`config.mk`:
```
export PLATFORM = sky130hd
export DESIGN_NAME = i2s_sample_rx
export DESIGN_NICKNAME = d
export VERILOG_FILES = /design/src/rtl/audio_eq_pkg.sv /design/src/rtl/i2s_edge_sync.sv /design/src/rtl/i2s_sample_rx.sv
export SDC_FILE = /design/constraint.sdc
export NUM_CORES = 1
export LEC_CHECK = 0
export ABC_CLOCK_PERIOD_IN_PS = 2070
export CORE_MARGIN = 2
export CORE_UTILIZATION = 55
export DETAILED_ROUTE_END_ITERATION = 10
export GPL_ROUTABILITY_DRIVEN = 0
export PLACE_DENSITY = 0.82
export REMOVE_ABC_BUFFERS = 1
export SYNTH_ARGS = -nofsm -noshare
export SYNTH_HDL_FRONTEND = slang
export SYNTH_SLANG_ARGS = --single-unit
export TNS_END_PERCENT = 100
```
`constraint.sdc`:
```
create_clock -name clk -period 2.07 [get_ports clk]
set_clock_uncertainty 0.15 [all_clocks]
set_input_delay 0.414 -clock clk [delete_from_list [all_inputs] [get_ports clk]]
set_output_delay 0.414 -clock clk [all_outputs]
set_load 0.005 [all_outputs]
```
`src/rtl/audio_eq_pkg.sv`:
```
// rtl/audio_eq_pkg.sv - shared types and constants for the audio equalizer front end
package audio_eq_pkg;

    typedef logic signed [15:0] sample_t;

    typedef enum logic [1:0] {
        IDLE  = 2'd0,
        SKIP  = 2'd1,
        SHIFT = 2'd2,
        PAD   = 2'd3
    } i2s_state_t;

    localparam int I2S_SYNC_STAGES = 2;

endpackage

```
`src/rtl/i2s_edge_sync.sv`:
```
// rtl/i2s_edge_sync.sv - synchroniser for one async I2S line with registered rise detect
module i2s_edge_sync
    import audio_eq_pkg::*;
(
    input  logic clk,
    input  logic rst_n,
    input  logic d_i,
    output logic level_o,
    output logic rise_o
);

    logic [I2S_SYNC_STAGES-1:0] sync_q;
    logic                       prev_q;
    logic                       rise_q;

    // level_o is delayed one stage so it lines up with rise_o on every instance
    always_ff @(posedge clk) begin
        if (!rst_n) begin
            sync_q <= '0;
            prev_q <= 1'b0;
            rise_q <= 1'b0;
        end else begin
            sync_q <= {sync_q[I2S_SYNC_STAGES-2:0], d_i};
            prev_q <= sync_q[I2S_SYNC_STAGES-1];
            rise_q <= sync_q[I2S_SYNC_STAGES-1] & ~prev_q;
        end
    end

    assign level_o = prev_q;
    assign rise_o  = rise_q;

endmodule

```
`src/rtl/i2s_sample_rx.sv`:
```
// rtl/i2s_sample_rx.sv - I2S slave receiver, one signed PCM word per frame; I2S_RX_MONO_MIX_EN selects L/R average
module i2s_sample_rx
    import audio_eq_pkg::*;
#(
    parameter int SAMPLE_W = 16,
    parameter int SLOT_W   = 32,
    parameter int CHANNEL  = 0
) (
    input  logic                clk,
    input  logic                rst_n,
    input  logic                i_bclk,
    input  logic                i_lrclk,
    input  logic                i_sdata,
    output logic                o_cs,
    output logic [SAMPLE_W-1:0] o_sample,
    output logic                o_frame_err
);

    localparam int BIT_CW  = $clog2(SAMPLE_W);
    localparam int SLOT_CW = $clog2(SLOT_W + 1);

    logic brise;
    logic lr_s;
    logic sd_s;
    logic unused_rise;
    logic lr_rise;
    logic sd_rise;

    i2s_edge_sync u_sync_bclk  (.clk(clk), .rst_n(rst_n), .d_i(i_bclk),  .level_o(unused_rise), .rise_o(brise));
    i2s_edge_sync u_sync_lrclk (.clk(clk), .rst_n(rst_n), .d_i(i_lrclk), .level_o(lr_s),        .rise_o(lr_rise));
    i2s_edge_sync u_sync_sdata (.clk(clk), .rst_n(rst_n), .d_i(i_sdata), .level_o(sd_s),        .rise_o(sd_rise));

    logic unused_ok;
    assign unused_ok = ^{unused_rise, lr_rise, sd_rise};

    i2s_state_t            state_q, state_d;
    logic [BIT_CW-1:0]     bit_cnt_q, bit_cnt_d;
    logic [SLOT_CW-1:0]    slot_cnt_q, slot_cnt_d;
    logic [SAMPLE_W-1:0]   shift_q, shift_d;
    logic                  lr_prev_q, lr_prev_d;
    logic                  chan_q, chan_d;
    logic                  cs_q, cs_d;
    logic [SAMPLE_W-1:0]   sample_q, sample_d;
    logic                  err_q, err_d;

    logic                  lr_edge;
    logic                  word_done;
    logic                  frame_err;
    logic [SAMPLE_W-1:0]   word;

    assign lr_edge = brise & (lr_s != lr_prev_q);
    assign word    = {shift_q[SAMPLE_W-2:0], sd_s};

    always_comb begin
        state_d    = state_q;
        bit_cnt_d  = bit_cnt_q;
        slot_cnt_d = slot_cnt_q;
        shift_d    = shift_q;
        lr_prev_d  = lr_prev_q;
        chan_d     = chan_q;
        word_done  = 1'b0;
        frame_err  = 1'b0;

        if (brise) begin
            lr_prev_d = lr_s;
            if (state_q != IDLE) begin
                slot_cnt_d = slot_cnt_q + 1'b1;
            end
            // slot_cnt counts the edge brise as the slot's first BCLK
            if (lr_edge) begin
                slot_cnt_d = SLOT_CW'(1);
                chan_d     = lr_s;
            end

            case (state_q)
                IDLE: begin
                    if (lr_edge) begin
                        state_d = SKIP;
                    end
                end
                SKIP: begin
                    if (lr_edge) begin
                        frame_err = 1'b1;
                    end else begin
                        state_d   = SHIFT;
                        bit_cnt_d = '0;
                        shift_d   = '0;
                    end
                end
                SHIFT: begin
                    if (lr_edge) begin
                        frame_err = 1'b1;
                        state_d   = SKIP;
                    end else begin
                        shift_d = word;
                        if (bit_cnt_q == BIT_CW'(SAMPLE_W - 1)) begin
                            word_done = 1'b1;
                            state_d   = PAD;
                        end else begin
                            bit_cnt_d = bit_cnt_q + 1'b1;
                        end
                    end
                end
                PAD: begin
                    if (lr_edge) begin
                        state_d = SKIP;
                    end else if (slot_cnt_q == SLOT_CW'(SLOT_W)) begin
                        frame_err = 1'b1;
                        state_d   = IDLE;
                    end
                end
                default: state_d = IDLE;
            endcase
        end
    end

`ifdef I2S_RX_MONO_MIX_EN
    logic [SAMPLE_W-1:0] hold_l_q, hold_l_d;
    logic                hold_vld_q, hold_vld_d;
    logic [SAMPLE_W:0]   mix_sum;

    // one extra bit keeps the sum exact; dropping bit 0 is the arithmetic halving
    assign mix_sum = {hold_l_q[SAMPLE_W-1], hold_l_q} + {word[SAMPLE_W-1], word};

    always_comb begin
        cs_d       = 1'b0;
        err_d      = frame_err;
        sample_d   = sample_q;
        hold_l_d   = hold_l_q;
        hold_vld_d = hold_vld_q;
        if (frame_err) begin
            hold_l_d   = '0;
            hold_vld_d = 1'b0;
        end else if (word_done) begin
            if (!chan_q) begin
                hold_l_d   = word;
                hold_vld_d = 1'b1;
            end else if (hold_vld_q) begin
                cs_d       = 1'b1;
                sample_d   = mix_sum[SAMPLE_W:1];
                hold_l_d   = '0;
                hold_vld_d = 1'b0;
            end
        end
    end

    always_ff @(posedge clk) begin
        if (!rst_n) begin
            hold_l_q   <= '0;
            hold_vld_q <= 1'b0;
        end else begin
            hold_l_q   <= hold_l_d;
            hold_vld_q <= hold_vld_d;
        end
    end
`else
    always_comb begin
        cs_d     = 1'b0;
        err_d    = frame_err;
        sample_d = sample_q;
        if (word_done && (chan_q == 1'(CHANNEL))) begin
            cs_d     = 1'b1;
            sample_d = word;
        end
    end
`endif

    always_ff @(posedge clk) begin
        if (!rst_n) begin
            state_q    <= IDLE;
            bit_cnt_q  <= '0;
            slot_cnt_q <= '0;
            shift_q    <= '0;
            lr_prev_q  <= 1'b0;
            chan_q     <= 1'b0;
            cs_q       <= 1'b0;
            sample_q   <= '0;
            err_q      <= 1'b0;
        end else begin
            state_q    <= state_d;
            bit_cnt_q  <= bit_cnt_d;
            slot_cnt_q <= slot_cnt_d;
            shift_q    <= shift_d;
            lr_prev_q  <= lr_prev_d;
            chan_q     <= chan_d;
            cs_q       <= cs_d;
            sample_q   <= sample_d;
            err_q      <= err_d;
        end
    end

    assign o_cs        = cs_q;
    assign o_sample    = sample_q;
    assign o_frame_err = err_q;

endmodule

```
==> impl_metrics.yaml <==
outcome:
  status: "finished clean"
synthesis:
  synth_cells: 247
  async_flop_share_pct: 0
  synth_edf_count: 0
  synth.distinct_cells: 40
  avgSynthCellArea_sq_um: 9.35
  yosys_warnings: 0
  synth-seq-area-share_pct: 49.4
  ys.flop_type: "dfxtp_1"
  synth_seq_cells: 57
  syn_area_sq_um: 2310
final_layout:
  drive_above_1_share_pct: 11.0
  nets: 290
  area_growth_pct: 20.7
  final_common_cell: "dfxtp_1"
  fill_cells: 311
  multi_input_area_sq_um: 1080
  ff_latch_area_sq_um: 1140
  final_cell_count_no_fill: 333
  antenna_cells: 0
  layout_common_cells: "dfxtp_1 (57), nor2_1 (25), nand2_1 (23), a21oi_1 (23), clkdlybuf4s50_1 (22)"
critical_path:
  arrival_ps: 2020
  crit_type: "reg2reg"
  worstPathRequired_ps: 2180
  startpoint_type: "flip-flop"
  crit_fanout: 6
  end_kind: "flip-flop"
grt:
  grt_max_degree: 31
  grt_pass1_wl_mm: 7.38
  antenna_found_initial: 0
  overflow: 0
  grt_pass1_vias: 1677
  gr-usage-all-layers_pct: 21.4
drt:
  wl_per_cell_um: 13.3
  dr.pass1.iters: 4
  routed_wl_mm: 4.42
  post_drt_via_cell_ratio: 5.46
  detail_route.iter0.violations: 128
  vias: 1819
  route.detailed.drc: 0
  drtAntennaViolNets: 0
die:
  die_w_um: 68.8
  design.core.area_sq_um: 4030
  start_util_pct: 57.3
  num_rows: 23
  io_pins: 23
  die_area_sq_um: 4730
  die_h_um: 68.8
timing:
  fin_crit_sh_pct: 92.3
  fin_tns_setup_ps: 0
  setup_violations: 0
  worst_slack_ps: 158
  tightest_slew_ps: 657
  fmax_mhz: 523
  maxSlewHeadroom_pct: 56.1
  rsz0062_at_grt: "false"
  hold_viol_final: 0
  maxSlewViolCount: 0
  layout_min_cycle_time_ps: 1910
place:
  io_buffers: 22
  hpwl_mm: 2.91
  place_ws_ps: 180
  placed_cells: 316
clock_tree:
  clkLatencyLatePin_ps: 330
  clk_pin_slew_ps: 60
  cts_tree: "yes"
  htreeDepth: 3
  clock_path_buffers: 2
  hold_buffers: 0
  cts_buffers: 9
  cts_root_buf: "clkbuf_8"
  clock-sinks: 57
power_and_ir_drop:
  p_leak_nw: 0.962
  vdd_drop_max_uv: 619
  power_density_nw_per_um2: 721
  p_total_w: 0.00201
flow_run:
  drv_cap: 0
hold_path:
  hold_class: "reg2reg"
stage by stage:
| step | hold WS, ps | utilization [%] | instance area [sq um] |
|---|---|---|---|
| final | 242 | 69.1 | 2790 |
| after global routing | 259 | 69.1 | 2790 |
| after floorplan | 217 | - | 2250 |
| after CTS | 246 | 68.9 | 2780 |
| after global placement | 222 | 65.0 | 2620 |
| after detailed placement | 238 | 65.0 | 2620 |
final timing paths:
kind | end | slack (ps) | startpoint | cells after the start
worst max-delay path | state_q[1] | 160 | state_q[1] | 6
worst min-delay path | u_sync_bclk.rise_o | 240 | u_sync_bclk.level_o | 1
worst max register to register | state_q[1] | 160 | state_q[1] | 6
worst min register to register | u_sync_bclk.rise_o | 240 | u_sync_bclk.level_o | 1
kinds of logic after synthesis:
family	Yosys count	share of synthesized area [%]
AOI/OAI and AO/OA	42	11.3
buffers and inverters	21	4.01
and+or+nand+nor	93	19.3
xor gates and xnor gates	7	3.31
DFF	57	49.4
muxes	20	8.78
adders and majority gates	7	3.79
routing by layer:
layer / track usage, % / vias up / part of all wire, %
met2: 30.9 / 49 / 46
met1: 28.8 / 849 / 48
met5: 0 / - / 0
met3: 5.03 / 9 / 4.4
met4: 13.2 / 0 / 2.0
li1: - / 912 / -
power breakdown:
group,switching (W),internal [W],total [W]
sequential,0.00000471,0.00111,0.00111
combinational,0.0000300,0.0000232,0.0000532
clock,0.000412,0.000431,0.000843
total,0.000447,0.00156,0.00201
synthesized netlist by cell type, types with 2 or more instances:
cell type,instances,share of area [%]
a21oi_1,23,5.0
a211oi_1,2,0.65
o21ai_0,6,1.3
clkbuf_1,7,1.1
nor2b_1,4,1.1
dfxtp_1,57,49
mux2i_1,18,7.8
inv_1,8,1.3
ha_1,7,3.8
nor2_1,25,4.1
and2_1,10,2.7
nand3_1,20,4.3
xnor2_1,4,1.5
buf_2,2,0.43
or3_1,3,0.81
o211ai_1,3,0.98
nand2_1,23,3.7
nand4_1,2,0.54
nor4_1,2,0.54
worst max-delay path, stage by stage, from the launching register on:
cell     delay [ps]
dfxtp_1         340
inv_1           150
ha_1            310
nor2b_1         100
mux2_2          310
mux2_1          320
a31oi_1         160
flip-flops by register name, summed over array words and instances (netlist names), 2 cells and up:
signal / flops
shift_q: 15
state_q: 2
u_sync_bclk.sync_q: 2
bit_cnt_q: 4
u_sync_lrclk.sync_q: 2
slot_cnt_q: 6
o_sample: 16
u_sync_sdata.sync_q: 2
repair_timing:
item,in CTS,in global routing
gates resized for setup,0,1
buffers inserted,0,1
setup endpoints to repair,0,2
layout make-up:
type                    count  share of cell area [%]
clock inverters             3                   0.629
well taps                  50                    2.25
repair buffers             32                    11.1
inverters                   9                    1.21
multi-input cells         169                    38.9
flip-flops and latches     57                    41.0
clock buffers              13                    4.99
No activity file was read; power rests on OpenSTA's default activity.
